==> src/rtl/rr_arb4_pkg.sv <==
// Shared types and constants for the four-requester round-robin arbiter.
//   state_e : arbiter FSM state (IDLE, GRANT)
//   NREQ    : number of requesters
//   IDXW    : width of a binary requester index
//   idx2oh  : binary index -> one-hot vector of NREQ bits
package rr_arb4_pkg;

  localparam int NREQ = 4;
  localparam int IDXW = 2;

  typedef enum logic {
    IDLE  = 1'b0,
    GRANT = 1'b1
  } state_e;

  function automatic logic [NREQ-1:0] idx2oh(input logic [IDXW-1:0] idx);
    return NREQ'(1) << idx;
  endfunction

endpackage

==> src/rtl/rr_pick.sv <==
// Combinational rotating-priority selector.
// Scans req_i starting at position ptr_i, then ptr_i+1, ptr_i+2, ptr_i+3
// (mod 4) and reports the first set bit.
//   req_i   [3:0] : request vector
//   ptr_i   [1:0] : highest-priority position for this scan
//   pick_o  [3:0] : one-hot winner, zero when no request
//   index_o [1:0] : binary index of the winner, zero when no request
//   any_o         : at least one request is set
module rr_pick
  import rr_arb4_pkg::*;
(
  input  logic [NREQ-1:0] req_i,
  input  logic [IDXW-1:0] ptr_i,
  output logic [NREQ-1:0] pick_o,
  output logic [IDXW-1:0] index_o,
  output logic            any_o
);

  logic [IDXW-1:0] cand;

  always_comb begin
    pick_o  = '0;
    index_o = '0;
    any_o   = 1'b0;
    cand    = '0;
    for (int i = 0; i < NREQ; i++) begin
      // Index arithmetic wraps naturally in IDXW bits, giving the mod-4 scan.
      cand = ptr_i + IDXW'(i);
      if (!any_o && req_i[cand]) begin
        any_o   = 1'b1;
        index_o = cand;
        pick_o  = idx2oh(cand);
      end
    end
  end

endmodule

==> src/rtl/rr_arb4.sv <==
// Four-requester round-robin arbiter with hold-until-release and a
// forced-release timeout.
//   clk         : rising-edge clock
//   rst_n       : asynchronous active-low reset
//   req   [3:0] : request per requester
//   done        : owner signals end of use (only looked at while granted)
//   gnt   [3:0] : one-hot grant, zero when idle
//   gnt_idx[1:0]: binary index of gnt, zero when idle
//   gnt_valid   : a grant is currently held
//   expired     : one-cycle pulse after a timeout-only release
//   state_dbg_o : current FSM state (observation only)
//   ptr_dbg_o   : current rotating priority pointer (observation only)
//
// Handshake: a requester owns the resource from the first cycle gnt_valid is
// high until the edge that samples done=1, its own req low, or the hold limit;
// outputs drop on that edge and at least one IDLE cycle follows before the
// next grant. All outputs are registered.
module rr_arb4
  import rr_arb4_pkg::*;
#(
  parameter int MAX_HOLD = 8
) (
  input  logic            clk,
  input  logic            rst_n,
  input  logic [NREQ-1:0] req,
  input  logic            done,
  output logic [NREQ-1:0] gnt,
  output logic [IDXW-1:0] gnt_idx,
  output logic            gnt_valid,
  output logic            expired,
  output state_e          state_dbg_o,
  output logic [IDXW-1:0] ptr_dbg_o
);

  localparam int CW = $clog2(MAX_HOLD + 1);
  localparam logic [CW-1:0] HOLD_LAST = CW'(MAX_HOLD - 1);

  state_e          state_q, state_d;
  logic [IDXW-1:0] ptr_q, ptr_d;
  logic [IDXW-1:0] idx_q, idx_d;
  logic [NREQ-1:0] gnt_q, gnt_d;
  logic            valid_q, valid_d;
  logic            expired_q, expired_d;
  logic [CW-1:0]   cnt_q, cnt_d;

  logic [NREQ-1:0] pick;
  logic [IDXW-1:0] pick_idx;
  logic            pick_any;
  logic            timeout;
  logic            owner_drop;

  rr_pick u_pick (
    .req_i   (req),
    .ptr_i   (ptr_q),
    .pick_o  (pick),
    .index_o (pick_idx),
    .any_o   (pick_any)
  );

  assign timeout    = (cnt_q == HOLD_LAST);
  assign owner_drop = !req[idx_q];

  always_comb begin
    state_d   = state_q;
    ptr_d     = ptr_q;
    idx_d     = idx_q;
    gnt_d     = gnt_q;
    valid_d   = valid_q;
    cnt_d     = cnt_q;
    expired_d = 1'b0;
    case (state_q)
      IDLE: begin
        gnt_d   = '0;
        idx_d   = '0;
        valid_d = 1'b0;
        if (pick_any) begin
          gnt_d   = pick;
          idx_d   = pick_idx;
          valid_d = 1'b1;
          cnt_d   = '0;
          state_d = GRANT;
        end
      end
      GRANT: begin
        cnt_d = cnt_q + CW'(1);
        if (done || owner_drop || timeout) begin
          gnt_d   = '0;
          idx_d   = '0;
          valid_d = 1'b0;
          cnt_d   = '0;
          ptr_d   = idx_q + IDXW'(1);
          state_d = IDLE;
          // A timeout that coincides with a normal release is not reported.
          expired_d = timeout && !done && !owner_drop;
        end
      end
      default: state_d = IDLE;
    endcase
  end

  always_ff @(posedge clk or negedge rst_n) begin
    if (!rst_n) begin
      state_q   <= IDLE;
      ptr_q     <= '0;
      idx_q     <= '0;
      gnt_q     <= '0;
      valid_q   <= 1'b0;
      expired_q <= 1'b0;
      cnt_q     <= '0;
    end else begin
      state_q   <= state_d;
      ptr_q     <= ptr_d;
      idx_q     <= idx_d;
      gnt_q     <= gnt_d;
      valid_q   <= valid_d;
      expired_q <= expired_d;
      cnt_q     <= cnt_d;
    end
  end

  assign gnt         = gnt_q;
  assign gnt_idx     = idx_q;
  assign gnt_valid   = valid_q;
  assign expired     = expired_q;
  assign state_dbg_o = state_q;
  assign ptr_dbg_o   = ptr_q;

endmodule

==> config.mk <==
export PLATFORM = sky130hd
export DESIGN_NAME = rr_arb4
export DESIGN_NICKNAME = d
export VERILOG_FILES = /design/src/rtl/rr_arb4_pkg.sv /design/src/rtl/rr_pick.sv /design/src/rtl/rr_arb4.sv
export SDC_FILE = /design/constraint.sdc
export NUM_CORES = 1
export LEC_CHECK = 0
export BUFFER_PORTS_ARGS = -buffer_cell sky130_fd_sc_hd__buf_4
export CORE_AREA = 2 2 57 59
export CTS_BUF_LIST = sky130_fd_sc_hd__clkbuf_2 sky130_fd_sc_hd__clkbuf_4 sky130_fd_sc_hd__clkbuf_8
export CTS_CLUSTER_DIAMETER = 60
export DETAILED_ROUTE_END_ITERATION = 6
export DIE_AREA = 0 0 59 61
export PLACE_DENSITY_LB_ADDON = 0.2
export RECOVER_POWER = 25
export SYNTH_ARGS = -nofsm -noshare
export SYNTH_HDL_FRONTEND = slang
export SYNTH_HIERARCHICAL = 1
export SYNTH_SLANG_ARGS = --single-unit
export TNS_END_PERCENT = 50
==> constraint.sdc <==
create_clock -name clk -period 5.1 [get_ports clk]
set_input_delay 0.765 -clock clk [delete_from_list [all_inputs] [get_ports clk]]
set_output_delay 0.765 -clock clk [all_outputs]
set_load 0.02 [all_outputs]
# Word-level counts from Yosys, hierarchy flattened
# Index checks and enable logic that the tools add are counted.
# word_totals
reg_bits	15
latch_bits	0
ramBits	0
rom_bits	0
inputBits	7
out_inout_bits	11
elab_cells	76
mem_count	0
# op_classes
add_sub_neg	5
n_mul	0
div_mod_pow	0
order_cmp	5
n_eq_ne	3
n_shift	4
mux	38
bitwise_logic	1
reduce_logical	13
# op_table
op	n
4-bit 2-to-1 mux	8
4-bit case mux with 2 select lines	2
1-bit by 2-bit left shift with 4-bit output (first input constant)	4
2-bit by 3-bit < comparator with 1-bit output (second input constant)	5
1-bit 2-to-1 mux	14
2-bit 2-to-1 mux	6
1-bit binary-select mux with 2-bit select	5
1-bit logical AND	5
1-bit zero test	5
2-bit by 1-bit adder with 2-bit output (second input constant)	2
2-bit adder (second input constant)	2
4-bit by 1-bit adder with 4-bit output (second input constant)	1
4-bit by 3-bit equality test with 1-bit output (second input constant)	1
1-bit case mux with 2 select lines	2
2-bit case mux with 2 select lines	1
1-bit logical OR	2
2-bit by 1-bit != test with 1-bit output (second input constant)	1
2-bit != test (second input constant)	1
2-bit AND reduction	1
1-bit NOT	1

# Depth between registers and ports, before layout
# Gate-level depths: netlist of run 1.
# depth
depth_word	14
ltp_mapped	10
depth_no_buf	7

# Hierarchy
# Netlist of run 1, hierarchy kept.
# by_module_without_submodules
module	n_inst	cells_each	area_per_inst_um2	seq_area_each_um2
rr_arb4	1	57	688.2	375.4
rr_pick	1	65	470.5	0.0

# Least setup slack after synthesis of run 1
# OpenSTA, ideal clock, no wires.
# synth_timing
path_type	reg2reg
from	reg ptr_q[0], in the netlist ptr_dbg_o[0]
to	reg gnt_q[0], in the netlist gnt[0]
setup_ns	0.121
t_arrival_ns	2.396
required_time_ns	4.979
setup_slack_ns	2.583
path_stages_with_launch	10
path_buffers	3
synth_period_minus_slack_ns	2.517
cell_sequence	dfrtp_1 -> buf_6 -> buf_2 -> inv_1 -> ha_1 -> clkbuf_1 -> mux4_2 -> a221oi_1 -> o2bb2ai_1 -> a22o_1
# synth_via
elab_chain_len	14
elab_cells_between_ends	31
classes_between	add/sub (3); shift (4); mux (18); reduce/logical (6)
# synth_rtl
item	line_no	text
from (decl)	rr_arb4.sv:39	logic [IDXW-1:0] ptr_q, ptr_d;
from (signal assigned)	rr_arb4.sv:112	ptr_q <= ptr_d;
parallel branches: the longest is 11 deep, another holds 2-bit by 1-bit adder with 2-bit output	--	
4-bit 2-to-1 mux (*)	rr_pick.sv:29	if (!any_o && req_i[cand]) begin
named net pick[0]	rr_arb4.sv:46	logic [NREQ-1:0] pick;
4-bit 2-to-1 mux (*)	rr_arb4.sv:76	if (pick_any) begin
4-bit case mux with 2 select lines (*)	rr_arb4.sv:71	case (state_q)
to (signal assigned)	rr_arb4.sv:114	gnt_q <= gnt_d;
to (decl)	rr_arb4.sv:41	logic [NREQ-1:0] gnt_q, gnt_d;
# Mark *: on every way through the listed nets, which the timed path passes. The select of a mux whose other input is x is not followed.
# A chain may end at the register's enable or synchronous reset.

# Worst setup path in the final report of run 1
# layout_timing
from	reg ptr_q[0], in the netlist ptr_dbg_o[0]
to	reg gnt_q[3], in the netlist gnt[3]
# Same word-level chain as after synthesis.

==> flow_metrics.py, run 1 <==
metrics = {
    "clock_network": {
        "numCtsBuffers": 3,
        "cts_tree": "built",
        "htree_levels": 1,
        "path_clk_slew_ns": 0.09,
        "ctsHoldBuffers": 0,
        "ctsLongestPathBuffers": 2,
        "cts.sinks": 15,
        "cts_root_buf": "clkbuf_4",
        "clk_latency_ns": 0.28,
        "cts_resized": 0,
        "post-cts-setup-buffer-count": 0,
    },
    "placement": {
        "port_buffers": 17,
        "finalWeightedCongestion": 0.800,
        "dp_hpwl_mm": 1.70,
        "place_ws_ns": 2.45,
    },
    "setup_path": {
        "crit_fanout": 23,
        "crit_arrival_ns": 2.84,
        "cp-end-kind": "flop",
        "start_kind": "flop",
        "r2r_cells": 6,
        "r2r-start": "ptr_dbg_o[0]",
        "r2r_slack_ns": 2.43,
        "r2r-end": "gnt[3]",
        "crit_type": "flop to flop",
        "cp.required_ns": 5.27,
    },
    "floorplan": {
        "coreArea_mm2": 0.00295,
        "chipWidth_um": 59,
        "row_count": 20,
        "die_h_um": 61,
        "dieArea_mm2": 0.00360,
        "start_util_pct": 39.2,
        "ios": 18,
    },
    "logic_synthesis": {
        "ys_warn_count": 6,
        "synth_compound_area_share_pct": 25.4,
        "ys_top_cells_by_count": "dfrtp_1 (15), nor2_1 (14), nand2_1 (9)",
        "syn_area_per_cell_um2": 9.50,
        "synth-edff-count": 0,
        "synth_mux_area_share_pct": 11.9,
        "synthFlopType": "dfrtp_1",
        "yosysMostFrequentCell": "dfrtp_1",
        "post-synth-top-area-cell": "dfrtp_1",
        "synth_top_cell_area_share_pct": 32.4,
        "synthesis.area_mm2": 0.00116,
        "synth-seq-cells": 15,
        "syn_inst": 122,
        "synth.area.top_cells": "dfrtp_1 (32%), ha_1 (5.4%), nor2_1 (4.5%)",
        "synth_fa_ha_area_share_pct": 5.40,
        "synth_nets": 134,
        "synthArstFlopShare_pct": 100,
        "synth_top_family_by_area": "compound AO/OA/AOI/OAI gates",
        "yosysSeqAreaShare_pct": 32.4,
        "yosysUniqueCellTypes": 38,
        "synth_simple_gate_area_share_pct": 20.2,
        "synth_xor_area_share_pct": 0.756,
    },
    "sta": {
        "rsz0062_at_grt": "no",
        "worst_pin_slew_ns": 0.842,
        "hold_viol_final": 0,
        "setup_violations": 0,
        "finalHoldWorstSlack_ns": 0.499,
        "fin_crit_ns": 2.67,
        "max_freq_mhz": 374,
        "skew_ns": 0.00478,
        "setup_ws_ns": 2.43,
        "fin_setup_tns_ns": 0,
        "finalMaxSlewViolations": 0,
        "fin_crit_sh_pct": 52.4,
        "relSlewSlack_pct": 43.8,
    },
    "routing": {
        "antenna_left": 0,
        "drc_errors": 0,
        "drt-total-wl_mm": 2.48,
        "dr.first_iter.drc_count": 111,
        "routedWlPerCell_um": 14.7,
        "vias": 985,
        "vias_per_cell": 5.83,
        "drt-pass1-iter-count": 4,
    },
    "status": {
        "status": "complete, no violations",
    },
    "grt": {
        "grt_max_degree": 24,
        "grt_usage_pct": 15.1,
        "first_global_vias": 865,
        "antenna_found_initial": 0,
        "overflow": 0,
        "grt_pass1_wl_mm": 4.10,
    },
    "layout": {
        "layout-drive-gt1-share_pct": 22.8,
        "diodes": 0,
        "syn_to_final_growth_pct": 13.8,
        "nNetsFinal": 149,
    },
    "pwr": {
        "ir_drop_v": 0.000187,
        "power_density_mw_per_mm2": 535,
        "p_leak_nw": 0.627,
    },
    "run": {
        "cap_violations": 0,
    },
    "hold_path": {
        "hp-class": "flop to flop",
        "hold_end": "gnt_valid",
        "hold_start": "gnt_valid",
        "holdPathStages": 1,
    },
}
[critical path: stages, from the launching register on]
cell,delay (ns)
dfrtp_1,0.82
inv_1,0.18
ha_1,0.48
mux4_2,0.42
a221oi_1,0.32
o2bb2ai_1,0.12
a22o_1,0.21
[sequential cells by signal, indices dropped and copies added, names as in the netlist]
signal and count:
expired 1, gnt_valid 1, ptr_dbg_o 2, cnt_q 4
state_dbg_o 1, gnt 4, gnt_idx 2
[cell type report]
class / count / area [um^2]
repair buffers: 17 / 124
flip-flops and latches: 15 / 375
inverters: 3 / 11.3
multi-input cells: 97 / 737
well taps: 33 / 41.3
fillers: 298 / 1630
clock buffers: 4 / 30.0
[per-stage QoR]
stage	total power, W	area (um^2)	instances	utilization [%]
after floorplan	0.000526	1160	122	-
after global placement	0.000629	1290	165	43.8
after detailed placement	0.000632	1290	165	43.8
after CTS	0.000711	1320	169	44.8
after global routing	0.000768	1320	169	44.7
final	0.000705	1320	169	44.7
[layout by cell type (no fill, tap or decap), types with 4 or more instances in the layout]
cell	synthesis	routed
a22o_1	6	6
nor3b_1	4	4
dfrtp_1	15	15
nand2_1	9	9
nor2_1	14	14
o21ai_0	5	5
a21oi_1	6	6
clkbuf_4	0	4
buf_4	0	16
o2bb2ai_1	4	4
mux2i_1	4	4
ha_1	5	5
a221oi_1	5	5
[worst max path at each step]
stage                     endpoint    startpoint  cells past startpoint
after global routing        gnt[3]  ptr_dbg_o[0]                      6
after floorplan             gnt[0]  ptr_dbg_o[0]                      9
final                       gnt[3]  ptr_dbg_o[0]                      6
after global placement      gnt[3]  ptr_dbg_o[0]                      6
after CTS                   gnt[3]  ptr_dbg_o[0]                      6
after detailed placement    gnt[3]  ptr_dbg_o[0]                      6
[layer usage]
| metal | vias to the layer above | share of wire, % | global-route usage, % |
|---|---|---|---|
| met5 | - | 0 | 0 |
| met3 | 2 | 4.3 | 1.92 |
| li1 | 482 | - | - |
| met2 | 27 | 47 | 22.1 |
| met4 | 0 | 0.64 | 5.84 |
| met1 | 474 | 48 | 22.5 |
[kinds of logic (layout without fill, tap and decap cells)]
family / count (synthesis) / after routing
xor gates and xnor gates: 1 / 1
DFF: 15 / 15
muxes: 10 / 10
AOI/OAI and AO/OA: 38 / 38
adders and majority gates: 5 / 5
buffers and inverters: 10 / 24
and+or+nand+nor: 43 / 43
[power breakdown]
group / internal [W] / switching (W) / total (W)
sequential: 0.000155 / 0.0000616 / 0.000216
clock: 0.0000356 / 0.0000376 / 0.0000733
combinational: 0.000199 / 0.000217 / 0.000415
Note: power is estimated with default switching activity, not from simulation.
==> run 2, diff against run 1 <==
==> constraint.sdc (replaced) <==
create_clock -name clk -period 2.69 [get_ports clk]
set_input_delay 0.4035 -clock clk [delete_from_list [all_inputs] [get_ports clk]]
set_output_delay 0.4035 -clock clk [all_outputs]
set_load 0.02 [all_outputs]
==> run 2 against run 1 <==
Against the previous run: via count increased by 2.9%; sequential share of layout area decreased by 0.53 points; count of clock-buffer cells in the layout unchanged; sequential power increased by 67%; first-iteration DRC count decreased by 31%; cell count increased by 1.8%; critical endpoint is now gnt[0]; largest power group unchanged; highest routed layer unchanged.
==> flow_metrics.py, run 2 (synthesized netlist as in run 1, its figures left out) <==
metrics = {
    "status": {
        "status": "complete, no violations",
    },
    "clock_network": {
        "clk_latency_ns": 0.28,
        "cts_tree": "built",
        "path_clk_slew_ns": 0.09,
        "numCtsBuffers": 3,
        "htree_levels": 1,
        "cts.sinks": 15,
        "cts_resized": 0,
        "ctsLongestPathBuffers": 2,
        "post-cts-setup-buffer-count": 0,
        "cts_root_buf": "clkbuf_4",
    },
    "sta": {
        "skew_ns": 0.00443,
        "fin_setup_tns_ns": 0,
        "setup_violations": 0,
        "relSlewSlack_pct": 43.9,
        "finalMaxSlewViolations": 0,
        "max_freq_mhz": 475,
        "fin_crit_ns": 2.11,
        "hold_viol_final": 0,
        "fin_crit_sh_pct": 78.3,
        "setup_ws_ns": 0.583,
        "worst_pin_slew_ns": 0.842,
        "rsz0062_at_grt": "no",
    },
    "pwr": {
        "power_w": 0.00137,
        "p_leak_nw": 0.640,
        "power_density_mw_per_mm2": 1020,
        "ir_drop_v": 0.000451,
    },
    "placement": {
        "dpl-instance-area_mm2": 0.00131,
        "place_ws_ns": 0.621,
        "dp_hpwl_mm": 1.88,
        "finalWeightedCongestion": 0.813,
        "port_buffers": 17,
    },
    "floorplan": {
        "chipWidth_um": 59,
        "dieArea_mm2": 0.00360,
        "start_util_pct": 39.2,
        "coreArea_mm2": 0.00295,
        "die_h_um": 61,
        "ios": 18,
        "row_count": 20,
    },
    "setup_path": {
        "start_kind": "flop",
        "crit_arrival_ns": 2.28,
        "crit_fanout": 8,
        "r2r-end": "gnt[0]",
        "r2r-start": "ptr_dbg_o[1]",
        "crit_type": "flop to flop",
        "worstPathCellList": "inv_1, ha_1, mux4_2, a221oi_1, o2bb2ai_1, a22o_1",
        "crit_slowest_cell": "ha_1",
        "slowest_delay_ns": 0.44,
        "cp.required_ns": 2.86,
        "cp-end-kind": "flop",
        "r2r_cells": 6,
        "cp_num_buf_inv": 1,
        "critPathTopFamily": "compound AO/OA/AOI/OAI gates",
        "r2r_slack_ns": 0.58,
    },
    "grt": {
        "first_global_vias": 866,
        "antenna_found_initial": 0,
        "grt_max_degree": 23,
        "grt_pass1_wl_mm": 4.25,
        "grt_usage_pct": 15.8,
        "overflow": 0,
    },
    "routing": {
        "routedWlPerCell_um": 15.4,
        "antenna_left": 0,
        "drt-total-wl_mm": 2.65,
        "vias": 1014,
        "drt-pass1-iter-count": 5,
        "drc_errors": 0,
        "vias_per_cell": 5.90,
        "dr.first_iter.drc_count": 77,
    },
    "layout": {
        "fin_area_mm2": 0.00134,
        "layout-drive-gt1-share_pct": 23.7,
        "layout_common_cells": "buf_4 (18), dfrtp_1 (15), nor2_1 (14), nand2_1 (9)",
        "fillCellCount": 299,
        "nNetsFinal": 152,
        "diodes": 0,
        "syn_to_final_growth_pct": 16.0,
        "final_common_cell": "buf_4",
    },
    "hold_path": {
        "holdPathStages": 4,
        "hp-class": "input port to flop",
        "hold_start": "done",
        "hold_end": "gnt_idx[1]",
    },
    "run": {
        "cap_violations": 0,
    },
}
## run 2: cell types whose count changed in the layout (fill, tap and decap cells not counted), sizes merged
cell	change
dlygate4sd3	+1
buf	+2
## run 2: final cells by class
class	instances	area (um^2)	area share, %
clock buffers	4	30.0	2.23
inverters	3	11.3	0.838
multi-input cells	97	737	54.8
flip-flops and latches	15	375	27.9
well taps	33	41.3	3.07
repair buffers	20	149	11.1
## run 2: how the worst max path moves through the flow
stage,start,to,slack (ns),cells past startpoint
6_report,ptr_dbg_o[1],gnt[0],0.58,6
3_5_place_dp,ptr_dbg_o[1],gnt[3],0.62,6
5_1_grt,ptr_dbg_o[1],gnt[3],0.46,6
2_1_floorplan,ptr_dbg_o[0],gnt[0],0.17,9
3_3_place_gp,ptr_dbg_o[1],gnt[3],0.64,6
4_1_cts,ptr_dbg_o[1],gnt[0],0.60,6
## run 2: worst reg2reg max path, cell delays in order (launching register included)
cell       delay (ns)
dfrtp_1          0.35
inv_1            0.10
ha_1             0.44
mux4_2           0.41
a221oi_1         0.35
o2bb2ai_1        0.13
a22o_1           0.22
## run 2: report_power, final
part | leakage [nW] | total [W] | switching (W) | internal, W
registers | 0.194 | 0.000361 | 0.0000668 | 0.000294
logic | 0.428 | 0.000865 | 0.000472 | 0.000393
clock network | 0.0184 | 0.000141 | 0.0000730 | 0.0000676
## run 2: timing repair
action / 4_1_cts / 5_1_grt
hold buffers: 1 / 0
endpoints found under the setup margin: 0 / 0
endpoints found under the hold margin: 15 / 0
## run 2: routing by layer
metal	share of wire (%)	routed length [um]	GRT usage [%]	vias up
met3	3.8	101	1.71	4
met5	0	0	0	-
met2	49	1300	24.6	25
met4	0.79	21	7.14	0
met1	46	1230	22.3	494
li1	-	-	-	491
## run 2: per-stage QoR
stage / utilization [%] / std cells / hold WS, ns
detailed placement: 44.3 / 167 / 0.273
finish: 45.5 / 172 / 0.438
global route: 45.5 / 172 / 0.449
CTS: 45.6 / 172 / 0.438
global placement: 44.3 / 167 / 0.273
floorplan: - / 122 / 0.108
==> run 3, diff against run 2 <==
--- a/config.mk
+++ b/config.mk
@@ -5,12 +5,13 @@
 export SDC_FILE = /design/constraint.sdc
 export NUM_CORES = 1
 export LEC_CHECK = 0
+export ABC_AREA = 1
 export BUFFER_PORTS_ARGS = -buffer_cell sky130_fd_sc_hd__buf_4
-export CORE_AREA = 2 2 57 59
+export CORE_AREA = 2 2 59 61
 export CTS_BUF_LIST = sky130_fd_sc_hd__clkbuf_2 sky130_fd_sc_hd__clkbuf_4 sky130_fd_sc_hd__clkbuf_8
 export CTS_CLUSTER_DIAMETER = 60
 export DETAILED_ROUTE_END_ITERATION = 6
-export DIE_AREA = 0 0 59 61
+export DIE_AREA = 0 0 61 63
 export PLACE_DENSITY_LB_ADDON = 0.2
 export RECOVER_POWER = 25
 export SYNTH_ARGS = -nofsm -noshare
==> constraint.sdc (replaced) <==
create_clock -name clk -period 1.85 [get_ports clk]
set_input_delay 0.2775 -clock clk [delete_from_list [all_inputs] [get_ports clk]]
set_output_delay 0.2775 -clock clk [all_outputs]
set_load 0.02 [all_outputs]
==> run 3 against run 2 <==
Against the previous run: design area grew 19%; critical path depth grew 4; clock skew grew 0.0038 ns; critical path type unchanged.
==> flow_metrics.py, run 3 <==
metrics = {
    "pwr": {
        "ir_drop_v": 0.000792,
        "power_w": 0.00277,
        "p_leak_nw": 0.825,
        "power_density_mw_per_mm2": 1720,
    },
    "logic_synthesis": {
        "ys_warn_count": 6,
        "synthArstFlopShare_pct": 100,
        "synthesis.area_mm2": 0.00124,
        "yosysMostFrequentCell": "nand2_1",
        "synth_nets": 181,
        "synth_top_cell_area_share_pct": 30.4,
        "synth-seq-cells": 15,
        "syn_inst": 169,
        "post-synth-top-area-cell": "dfrtp_1",
        "syn_area_per_cell_um2": 7.31,
        "yosysSeqAreaShare_pct": 30.4,
        "synth-edff-count": 0,
        "synthFlopType": "dfrtp_1",
        "yosysUniqueCellTypes": 21,
        "synth.area.top_cells": "dfrtp_1 (30%), nand2_1 (10%), inv_1 (8.5%)",
        "ys_top_cells_by_count": "nand2_1 (34), inv_1 (28), nand3_1 (20)",
    },
    "setup_path": {
        "start_kind": "flop",
        "crit_type": "flop to flop",
        "cp-end-kind": "flop",
        "worstPathCellList": "clkinv_4, buf_4, buf_4, ha_1, a21boi_0, a21oi_1, nand3_1, nand2_1, nor2_1, o21bai_2",
        "cp-startpoint": "ptr_dbg_o[0]",
        "r2r_cells": 10,
        "crit_path_frequent_cell": "buf_4",
        "cp-endpoint": "gnt[2]",
        "r2r-end": "gnt[2]",
        "crit_fanout": 5,
        "crit_arrival_ns": 1.91,
        "r2r-start": "ptr_dbg_o[0]",
        "slowest_delay_ns": 0.40,
        "crit_slowest_cell": "dfrtp_2",
        "r2r_slack_ns": 0.10,
        "cp.required_ns": 2.02,
    },
    "routing": {
        "dr.first_iter.drc_count": 40,
        "highest_layer": "met4",
        "routedWlPerCell_um": 11.2,
        "vias_per_cell": 4.78,
        "vias": 1166,
        "antenna_left": 0,
        "wl_met2_mm": 1.34,
        "drc_errors": 0,
        "drt-pass1-iter-count": 4,
        "met3_length_um": 135,
        "drt-total-wl_mm": 2.72,
        "wl_met1_mm": 1.24,
    },
    "floorplan": {
        "chipWidth_um": 61,
        "start_util_pct": 38.3,
        "ios": 18,
        "row_count": 21,
        "die_h_um": 63,
        "coreArea_mm2": 0.00323,
        "dieArea_mm2": 0.00384,
    },
    "layout": {
        "layout-drive-gt1-share_pct": 34.8,
        "syn_to_final_growth_pct": 29.8,
        "layout_common_cells": "nand2_1 (32), inv_1 (25), buf_4 (24), nand3_1 (20), dfrtp_1 (13)",
        "fin_cells": 244,
        "diodes": 0,
        "fin_util_pct": 49.6,
        "final_common_cell": "nand2_1",
        "nNetsFinal": 211,
    },
    "grt": {
        "grt_usage_pct": 15.6,
        "antenna_found_initial": 0,
        "grt_max_degree": 16,
        "first_global_vias": 1052,
        "overflow": 0,
        "grt_pass1_wl_mm": 4.71,
    },
    "sta": {
        "setup_violations": 0,
        "hold_viol_final": 0,
        "fin_crit_ns": 1.75,
        "relSlewSlack_pct": 43.5,
        "finalMaxSlewViolations": 0,
        "worst_pin_slew_ns": 0.847,
        "skew_ns": 0.00827,
        "max_freq_mhz": 572,
        "rsz0062_at_grt": "yes",
        "fin_crit_sh_pct": 94.4,
    },
    "placement": {
        "dp_hpwl_mm": 2.09,
        "port_buffers": 17,
        "place_inst": 235,
        "finalWeightedCongestion": 0.774,
    },
    "clock_network": {
        "cts_tree": "built",
        "ctsLongestPathBuffers": 2,
        "clk_latency_ns": 0.28,
        "cts.sinks": 15,
        "htree_levels": 1,
        "cts_root_buf": "clkbuf_4",
        "numCtsBuffers": 3,
        "path_clk_slew_ns": 0.09,
    },
    "hold_path": {
        "hp-class": "input port to flop",
    },
    "status": {
        "status": "complete, no violations",
    },
    "run": {
        "cap_violations": 0,
    },
}
==> run 3: how the worst min path moves through the flow <==
stage | from | to | cells after the start
2_1_floorplan | rst_n | cnt_q[0] | 0
5_1_grt | done | expired | 4
4_1_cts | done | expired | 4
3_5_place_dp | rst_n | gnt[3] | 1
6_report | done | expired | 4
3_3_place_gp | rst_n | gnt[3] | 1
==> run 3: area by class of cell <==
| class | count | area [um^2] |
|---|---|---|
| fill | 323 | 1630 |
| multi-input combinational | 120 | 782 |
| sequential | 15 | 378 |
| timing repair buffer | 29 | 236 |
| inverter | 30 | 120 |
| tap | 46 | 57.6 |
| clock buffer | 4 | 30.0 |
==> run 3: power by group <==
group / internal, W / switching [W] / leakage (nW)
registers: 0.000425 / 0.0000774 / 0.195
clock network: 0.0000983 / 0.000102 / 0.0184
logic: 0.000874 / 0.00119 / 0.612
total: 0.00140 / 0.00137 / 0.825
==> run 3: per-layer routing <==
metal | global-route usage [%] | vias up
li1 | - | 611
met1 | 20.5 | 528
met2 | 25.4 | 25
met3 | 5.38 | 2
met4 | 1.63 | 0
met5 | 0 | -
==> run 3: cell families after synthesis <==
logic type               after synthesis  share of synthesized area, %
buffers and inverters                 34                          11.5
AO/OA/AOI/OAI                         22                          14.7
AND/OR/NAND/NOR                       91                          36.9
XOR/XNOR                               2                          1.42
adder cells (fa/ha/maj)                5                          5.06
flip-flops                            15                          30.4
==> run 3: worst max-delay path: cells and delay by family (launching register included) <==
family	cells	cell delay, ns
flip-flops	1	0.40
AND/OR/NAND/NOR	3	0.19
AO/OA/AOI/OAI	3	0.45
adder cells (fa/ha/maj)	1	0.24
buffers and inverters	3	0.34
==> run 3: timing repair <==
action / in CTS / in global routing
setup endpoints to repair: 3 / 10
buffers inserted: 1 / 3
resized for setup: 0 / 15
hold endpoints to repair: 15 / 0
gates cloned: 0 / 0
pin swaps: 0 / 4
hold buffers: 1 / 0
==> run 3: per-stage QoR <==
stage,setup TNS [ns],worst slack (ns),hold WS (ns),area (um^2)
finish,0,0.103,0.292,1600
global route,-0.0304,-0.0126,0.290,1600
CTS,0,0.00992,0.284,1530
detailed placement,0,0.00430,0.146,1480
global placement,0,0.0275,0.143,1480
floorplan,-0.572,-0.0655,-0.0181,1260
